==> config.mk <==
export PLATFORM = sky130hd
export DESIGN_NAME = sha256_engine
export DESIGN_NICKNAME = d
export VERILOG_FILES = /design/src/rtl/sha256_engine.sv
export SDC_FILE = /design/constraint.sdc
export NUM_CORES = 2
export LEC_CHECK = 0
export BUFFER_PORTS_ARGS = -buffer_cell sky130_fd_sc_hd__buf_4
export CORE_AREA = 2 2 400 402
export DETAILED_ROUTE_END_ITERATION = 7
export DIE_AREA = 0 0 402 404
export GPL_TIMING_DRIVEN = 1
export MAX_ROUTING_LAYER = met4
export PLACE_DENSITY_LB_ADDON = 0.25
export SYNTH_ARGS = -nofsm -noshare
export SYNTH_HDL_FRONTEND = slang
export SYNTH_SLANG_ARGS = --single-unit
==> constraint.sdc <==
create_clock -name clk -period 10.05 [get_ports clk]
set_clock_uncertainty 0.1 [all_clocks]
set_input_delay 0.5025 -clock clk [delete_from_list [all_inputs] [get_ports clk]]
set_output_delay 0.5025 -clock clk [all_outputs]
set_load 0.05 [all_outputs]
==> src/rtl/sha256_engine.sv <==
// ---------------------------------------------------------------------------
// sha256_engine -- SHA-256 compression engine with start/ready/valid handshake
//
// Compresses one 512-bit block per request, running ROUNDS_PER_CYCLE rounds
// per clock.  An internal chaining register keeps the last digest, so
// multi-block and double-hash flows need no external feedback path.
//
// Parameters
//   ROUNDS_PER_CYCLE  rounds per clock (1, 2, 4 or 8); NCYC = 64 / RPC
//   BYTE_SWAP         1: byte-reverse every 32-bit data word before use
//
// Ports
//   clk    in   1    clock, rising edge
//   rst_n  in   1    asynchronous active-low reset
//   start  in   1    compress one block (taken only while ready=1)
//   abort  in   1    cancel the block in progress (no digest update)
//   chain  in   1    sampled with start: 1 = IV from chaining reg, 0 = V_in
//   data   in   512  message block, data[31:0] = W0 .. data[511:480] = W15
//   V_in   in   256  explicit IV, V_in[31:0] = H0 (a) .. V_in[255:224] = H7
//   ready  out  1    idle, start will be taken
//   busy   out  1    ~ready
//   valid  out  1    one-cycle pulse when hash is updated
//   hash   out  256  digest, hash[255:224] = H0 .. hash[31:0] = H7
// ---------------------------------------------------------------------------

package sha256_pkg;

  localparam logic [31:0] K [64] = '{
    32'h428a2f98, 32'h71374491, 32'hb5c0fbcf, 32'he9b5dba5,
    32'h3956c25b, 32'h59f111f1, 32'h923f82a4, 32'hab1c5ed5,
    32'hd807aa98, 32'h12835b01, 32'h243185be, 32'h550c7dc3,
    32'h72be5d74, 32'h80deb1fe, 32'h9bdc06a7, 32'hc19bf174,
    32'he49b69c1, 32'hefbe4786, 32'h0fc19dc6, 32'h240ca1cc,
    32'h2de92c6f, 32'h4a7484aa, 32'h5cb0a9dc, 32'h76f988da,
    32'h983e5152, 32'ha831c66d, 32'hb00327c8, 32'hbf597fc7,
    32'hc6e00bf3, 32'hd5a79147, 32'h06ca6351, 32'h14292967,
    32'h27b70a85, 32'h2e1b2138, 32'h4d2c6dfc, 32'h53380d13,
    32'h650a7354, 32'h766a0abb, 32'h81c2c92e, 32'h92722c85,
    32'ha2bfe8a1, 32'ha81a664b, 32'hc24b8b70, 32'hc76c51a3,
    32'hd192e819, 32'hd6990624, 32'hf40e3585, 32'h106aa070,
    32'h19a4c116, 32'h1e376c08, 32'h2748774c, 32'h34b0bcb5,
    32'h391c0cb3, 32'h4ed8aa4a, 32'h5b9cca4f, 32'h682e6ff3,
    32'h748f82ee, 32'h78a5636f, 32'h84c87814, 32'h8cc70208,
    32'h90befffa, 32'ha4506ceb, 32'hbef9a3f7, 32'hc67178f2
  };

  // Standard IV, word j = Hj (index 0 = a).
  localparam logic [7:0][31:0] IV_STD = {
    32'h5be0cd19, 32'h1f83d9ab, 32'h9b05688c, 32'h510e527f,
    32'ha54ff53a, 32'h3c6ef372, 32'hbb67ae85, 32'h6a09e667
  };

  function automatic logic [31:0] rotr(input logic [31:0] x, input int n);
    return (x >> n) | (x << (32 - n));
  endfunction

  function automatic logic [31:0] bsig0(input logic [31:0] x);
    return rotr(x, 2) ^ rotr(x, 13) ^ rotr(x, 22);
  endfunction

  function automatic logic [31:0] bsig1(input logic [31:0] x);
    return rotr(x, 6) ^ rotr(x, 11) ^ rotr(x, 25);
  endfunction

  function automatic logic [31:0] ssig0(input logic [31:0] x);
    return rotr(x, 7) ^ rotr(x, 18) ^ (x >> 3);
  endfunction

  function automatic logic [31:0] ssig1(input logic [31:0] x);
    return rotr(x, 17) ^ rotr(x, 19) ^ (x >> 10);
  endfunction

  function automatic logic [31:0] bswap(input logic [31:0] x);
    return {x[7:0], x[15:8], x[23:16], x[31:24]};
  endfunction

endpackage

// ---------------------------------------------------------------------------
// sha256_round -- one combinational SHA-256 round
//   st_i / st_o  working variables, index 0 = a .. 7 = h
//   k_i, w_i     round constant and schedule word for this round
// ---------------------------------------------------------------------------
module sha256_round
  import sha256_pkg::*;
(
  input  logic [7:0][31:0] st_i,
  input  logic [31:0]      k_i,
  input  logic [31:0]      w_i,
  output logic [7:0][31:0] st_o
);

  logic [31:0] t1, t2;

  always_comb begin
    t1 = st_i[7] + bsig1(st_i[4]) + ((st_i[4] & st_i[5]) ^ (~st_i[4] & st_i[6]))
       + k_i + w_i;
    t2 = bsig0(st_i[0]) + ((st_i[0] & st_i[1]) ^ (st_i[0] & st_i[2]) ^ (st_i[1] & st_i[2]));
    st_o[0] = t1 + t2;
    st_o[1] = st_i[0];
    st_o[2] = st_i[1];
    st_o[3] = st_i[2];
    st_o[4] = st_i[3] + t1;
    st_o[5] = st_i[4];
    st_o[6] = st_i[5];
    st_o[7] = st_i[6];
  end

endmodule

// ---------------------------------------------------------------------------
// sha256_engine -- top
// ---------------------------------------------------------------------------
module sha256_engine
  import sha256_pkg::*;
#(
  parameter int ROUNDS_PER_CYCLE = 1,
  parameter bit BYTE_SWAP        = 1
) (
  input  logic         clk,
  input  logic         rst_n,
  input  logic         start,
  input  logic         abort,
  input  logic         chain,
  input  logic [511:0] data,
  input  logic [255:0] V_in,
  output logic         ready,
  output logic         busy,
  output logic         valid,
  output logic [255:0] hash
);

  localparam int         RPC      = ROUNDS_PER_CYCLE;
  localparam int         NCYC     = 64 / RPC;
  localparam logic [5:0] CNT_LAST = 6'(NCYC - 1);

  if (!(RPC == 1 || RPC == 2 || RPC == 4 || RPC == 8)) begin : g_bad_rpc
    $error("sha256_engine: ROUNDS_PER_CYCLE must be 1, 2, 4 or 8");
  end

  typedef enum logic [1:0] {S_IDLE, S_ROUND, S_FINAL} state_t;

  state_t             state_q, state_d;
  logic [5:0]         cnt_q, cnt_d;
  logic [7:0][31:0]   v_q, v_d;       // IV of the block in flight
  logic [7:0][31:0]   wk_q, wk_d;     // working variables a..h
  logic [7:0][31:0]   chn_q, chn_d;   // chaining register (last digest)
  logic [15:0][31:0]  w_q, w_d;       // schedule window, w_q[0] = W[cnt*RPC]
  logic [255:0]       hash_q, hash_d;
  logic               valid_q, valid_d;

  logic [7:0][31:0]   iv, dig, rnd_out;
  logic [15:0][31:0]  din, w_nxt;
  logic [31:0]        ext [16+RPC];

  // Schedule: extend the 16-word window by RPC words, then slide by RPC.
  // Words produced this cycle may feed later words of the same cycle
  // (W[t-2] dependency once RPC > 2), so the extension is built in order.
  always_comb begin
    for (int i = 0; i < 16; i++) ext[i] = w_q[i];
    for (int j = 0; j < RPC; j++)
      ext[16+j] = ext[j] + ssig0(ext[j+1]) + ext[j+9] + ssig1(ext[j+14]);
    for (int k = 0; k < 16; k++) w_nxt[k] = ext[k+RPC];
  end

  // RPC rounds chained combinationally; round i uses W[cnt*RPC + i].
  for (genvar i = 0; i < RPC; i++) begin : g_rnd
    logic [7:0][31:0] st_i, st_o;
    logic [5:0]       k_idx;

    if (i == 0) begin : g_first
      assign st_i = wk_q;
    end else begin : g_chain
      assign st_i = g_rnd[i-1].st_o;
    end

    assign k_idx = 6'(32'(cnt_q) * RPC + i);

    sha256_round u_rnd (
      .st_i (st_i),
      .k_i  (K[k_idx]),
      .w_i  (w_q[i]),
      .st_o (st_o)
    );
  end

  assign rnd_out = g_rnd[RPC-1].st_o;

  always_comb begin
    state_d = state_q;
    cnt_d   = cnt_q;
    v_d     = v_q;
    wk_d    = wk_q;
    w_d     = w_q;
    chn_d   = chn_q;
    hash_d  = hash_q;
    valid_d = 1'b0;

    iv = chain ? chn_q : V_in;
    for (int j = 0; j < 8; j++) dig[j] = v_q[j] + wk_q[j];
    for (int i = 0; i < 16; i++)
      din[i] = BYTE_SWAP ? bswap(data[32*i +: 32]) : data[32*i +: 32];

    unique case (state_q)
      S_IDLE: begin
        // abort wins over a simultaneous start: the request is dropped
        if (start && !abort) begin
          v_d     = iv;
          wk_d    = iv;
          w_d     = din;
          cnt_d   = '0;
          state_d = S_ROUND;
        end
      end
      S_ROUND: begin
        if (abort) begin
          cnt_d   = '0;
          state_d = S_IDLE;
        end else begin
          wk_d  = rnd_out;
          w_d   = w_nxt;
          cnt_d = cnt_q + 6'd1;
          if (cnt_q == CNT_LAST) begin
            cnt_d   = '0;
            state_d = S_FINAL;
          end
        end
      end
      S_FINAL: begin
        state_d = S_IDLE;
        if (!abort) begin
          // hash is presented H0-first in the MSBs, the reverse of V_in
          for (int j = 0; j < 8; j++) hash_d[32*(7-j) +: 32] = dig[j];
          chn_d   = dig;
          valid_d = 1'b1;
        end
      end
      default: state_d = S_IDLE;
    endcase
  end

  always_ff @(posedge clk or negedge rst_n) begin
    if (!rst_n) begin
      state_q <= S_IDLE;
      cnt_q   <= '0;
      v_q     <= '0;
      wk_q    <= '0;
      w_q     <= '0;
      chn_q   <= IV_STD;
      hash_q  <= '0;
      valid_q <= 1'b0;
    end else begin
      state_q <= state_d;
      cnt_q   <= cnt_d;
      v_q     <= v_d;
      wk_q    <= wk_d;
      w_q     <= w_d;
      chn_q   <= chn_d;
      hash_q  <= hash_d;
      valid_q <= valid_d;
    end
  end

  assign ready = (state_q == S_IDLE);
  assign busy  = ~ready;
  assign valid = valid_q;
  assign hash  = hash_q;

endmodule

==> impl_metrics.ini <==
[timing]
drv_slew = 0
grt_setup_unrepaired = no
worst_pin_slew_ns = 1.307
finalSetupViolations = 0
hold_viol = 0
whs_ns = 0.02847
setup_slack_ns = 1.196
finalCriticalPeriod_ns = 8.854
relSlewSlack = 0.1194
max_freq_mhz = 112.9
min_period_over_period = 0.8810
setup_tns_ns = 0

[cts]
clkTransAtPathRegs_ns = 0.06
clock_path_buffers = 3
cts.sinks = 1425
post_cts_resized = 0
postCtsSetupBuffers = 0
numCtsBuffers = 156
root_buffer = clkbuf_16
clk_latency_ns = 0.85
cts_hold_buf = 670
tritoncts = built
htreeDepth = 4

[setup_path]
crit_type = reg2reg
worst_path_max_delay_cell = ha_1
path_max_fanout = 14
reg2reg_slack_ns = 1.20
cp_common_cell = ha_1
r2r_end = g_rnd[0].st_i[31]
cpPeakStageDelay_ns = 0.77
r2r_cells = 30
required_ns = 10.63
worst_setup_path_end_kind = register
r2r_start = cnt_q[1]
crit_path_start_kind = register
critPathArrivalTime_ns = 9.43

[drt]
vias_per_cell = 6.439
drtAntennaViolNets = 0
drc_errors = 141
routed_wl_mm = 404.8
wire_per_inst_um = 29.11
first_pass_iters = 8
via_count = 89540
drtIter0Drc = 13480

[logic_synthesis]
synth_flop_cell = dfrtp_1
async_flop_share = 1.000
ys_seq_area_frac = 0.4021
avgSynthCellArea_um2 = 8.520
yosys_warnings = 0
ys_types = 96
synth_common_cells = 2,271 x nand2_1, 1,289 x dfrtp_1, 938 x nor2_1, 838 x o21ai_0, 612 x clkbuf_1
netlist_area_um2 = 89110
synth_area_leaders = dfrtp_1 36%, nand2_1 9.6%, ha_1 5.6%
netlist_instances = 10460
ys_ff_latch = 1425
yosys.area.top_type_share = 0.3620
yosys.cell_count.top_type = nand2_1
synth_nets = 11830
synth_edf_count = 0
yosys.area.top_type = dfrtp_1

[cells_and_area]
syn2layout_area_growth_pct = 22.64
fin_util = 0.6924
drive_above_1_share = 0.1380
fin_nets = 12980

[min_path]
min-delay-path-class = in2reg
hold_start = data[488]
holdPathStages = 4
min_to = ext[48]

[die]
die_area_um2 = 162400
die_x_um = 402
start_util = 0.5646
rows = 146
fp.dieH_um = 404
ios = 1032
coreArea_um2 = 157800

[global_route]
track_usage = 0.5048
grt_antenna_before_repair = 75
grt_pass1_vias = 87720
overflow = 0
grt_pass1_wl_mm = 586.0
grt_max_degree = 232

[placed_design]
io_buffers = 1031
gp_routability_congestion = 1.040
pre_cts_ws_ns = 1.456
dpl.hpwl_mm = 279.0

[outcome]
violations = design-rule violations
outcome = complete, but fails checks

[job]
drv_cap = 0
[final cells by class]
| cell class | count | area [um2] |
|---|---|---|
| fill | 11350 | 48540 |
| multi-input combinational | 7817 | 48310 |
| sequential | 1425 | 35830 |
| timing repair buffer | 1795 | 15350 |
| clock buffer | 227 | 4532 |
| tap | 2072 | 2592 |
| inverter | 420 | 1582 |
| clock inverter | 65 | 877.1 |
| antenna | 86 | 215.2 |
[metrics by stage]
stage / cell area, um2 / instances
floorplan: 89110 / 10460
global placement: 96950 / 12860
detailed placement: 96950 / 12860
CTS: 109100 / 13820
global route: 109300 / 13900
finish: 109300 / 13910
[cell families (layout without fill, tap and decap cells)]
| group | after synthesis | after routing | synth area share |
|---|---|---|---|
| compound gates | 2692 | 2692 | 0.1822 |
| xor+xnor | 576 | 576 | 0.05670 |
| fa+ha+maj | 616 | 616 | 0.1023 |
| buf+inv | 1217 | 2507 | 0.05653 |
| flops | 1425 | 1425 | 0.4021 |
| mux | 322 | 322 | 0.03773 |
| other cells | 0 | 86 | 0 |
| simple gates | 3611 | 3611 | 0.1625 |
[worst max-delay path: cells and delay by family, from the launching register on]
family                   cells  cell delay (ns)
multiplexers                 1             0.56
flip-flops                   1             0.55
adder cells (fa/ha/maj)      5             2.53
XOR/XNOR                     2             0.49
buffers and inverters        3             0.43
AND/OR/NAND/NOR              7             2.04
AO/OA/AOI/OAI               12             2.03
[registers in the layout, summed over array words and instances, names as in the netlist]
signal and cells:
hash 140, ext 512, cnt_q 6, v_q 256, chn_q 252, valid 1, state_q 2, g_rnd.st_i 256
[layer usage]
metal / global-route usage / vias up / wire [um]
li1: - / 37760 / -
met1: 0.5831 / 42730 / 141800
met2: 0.7204 / 6839 / 174300
met3: 0.1862 / 2220 / 50770
met4: 0.3696 / 0 / 37900
met5: - / - / 0
[placed cells by master, fill, tap and decap left out, types with 202 or more instances in the layout]
master         Yosys  routed
dfrtp_1         1289    1287
buf_4            120    1109
ha_1             399     399
o21ai_0          838     837
mux2i_1          292     292
a21o_1           261     261
xor2_1           202     202
dlygate4sd3_1      0     670
xnor2_1          373     373
inv_1            417     416
nand2_1         2271    2269
a31oi_1          523     523
a21oi_1          583     583
nor2_1           938     936
[how the worst max path moves through the flow]
| stage | start | end | slack [ns] | depth (start not counted) |
|---|---|---|---|---|
| floorplan | cnt_q[0] | g_rnd[0].st_i[24] | 2.58 | 30 |
| global route | cnt_q[1] | g_rnd[0].st_i[30] | 0.77 | 28 |
| global placement | cnt_q[1] | g_rnd[0].st_i[30] | 1.39 | 28 |
| CTS | cnt_q[1] | g_rnd[0].st_i[31] | 1.40 | 30 |
| finish | cnt_q[1] | g_rnd[0].st_i[31] | 1.20 | 30 |
| detailed placement | cnt_q[1] | g_rnd[0].st_i[28] | 1.46 | 27 |
Power is left out: the tool's default activity adds up to more than one toggle a clock period on the data nets, which glitch-free logic cannot reach.
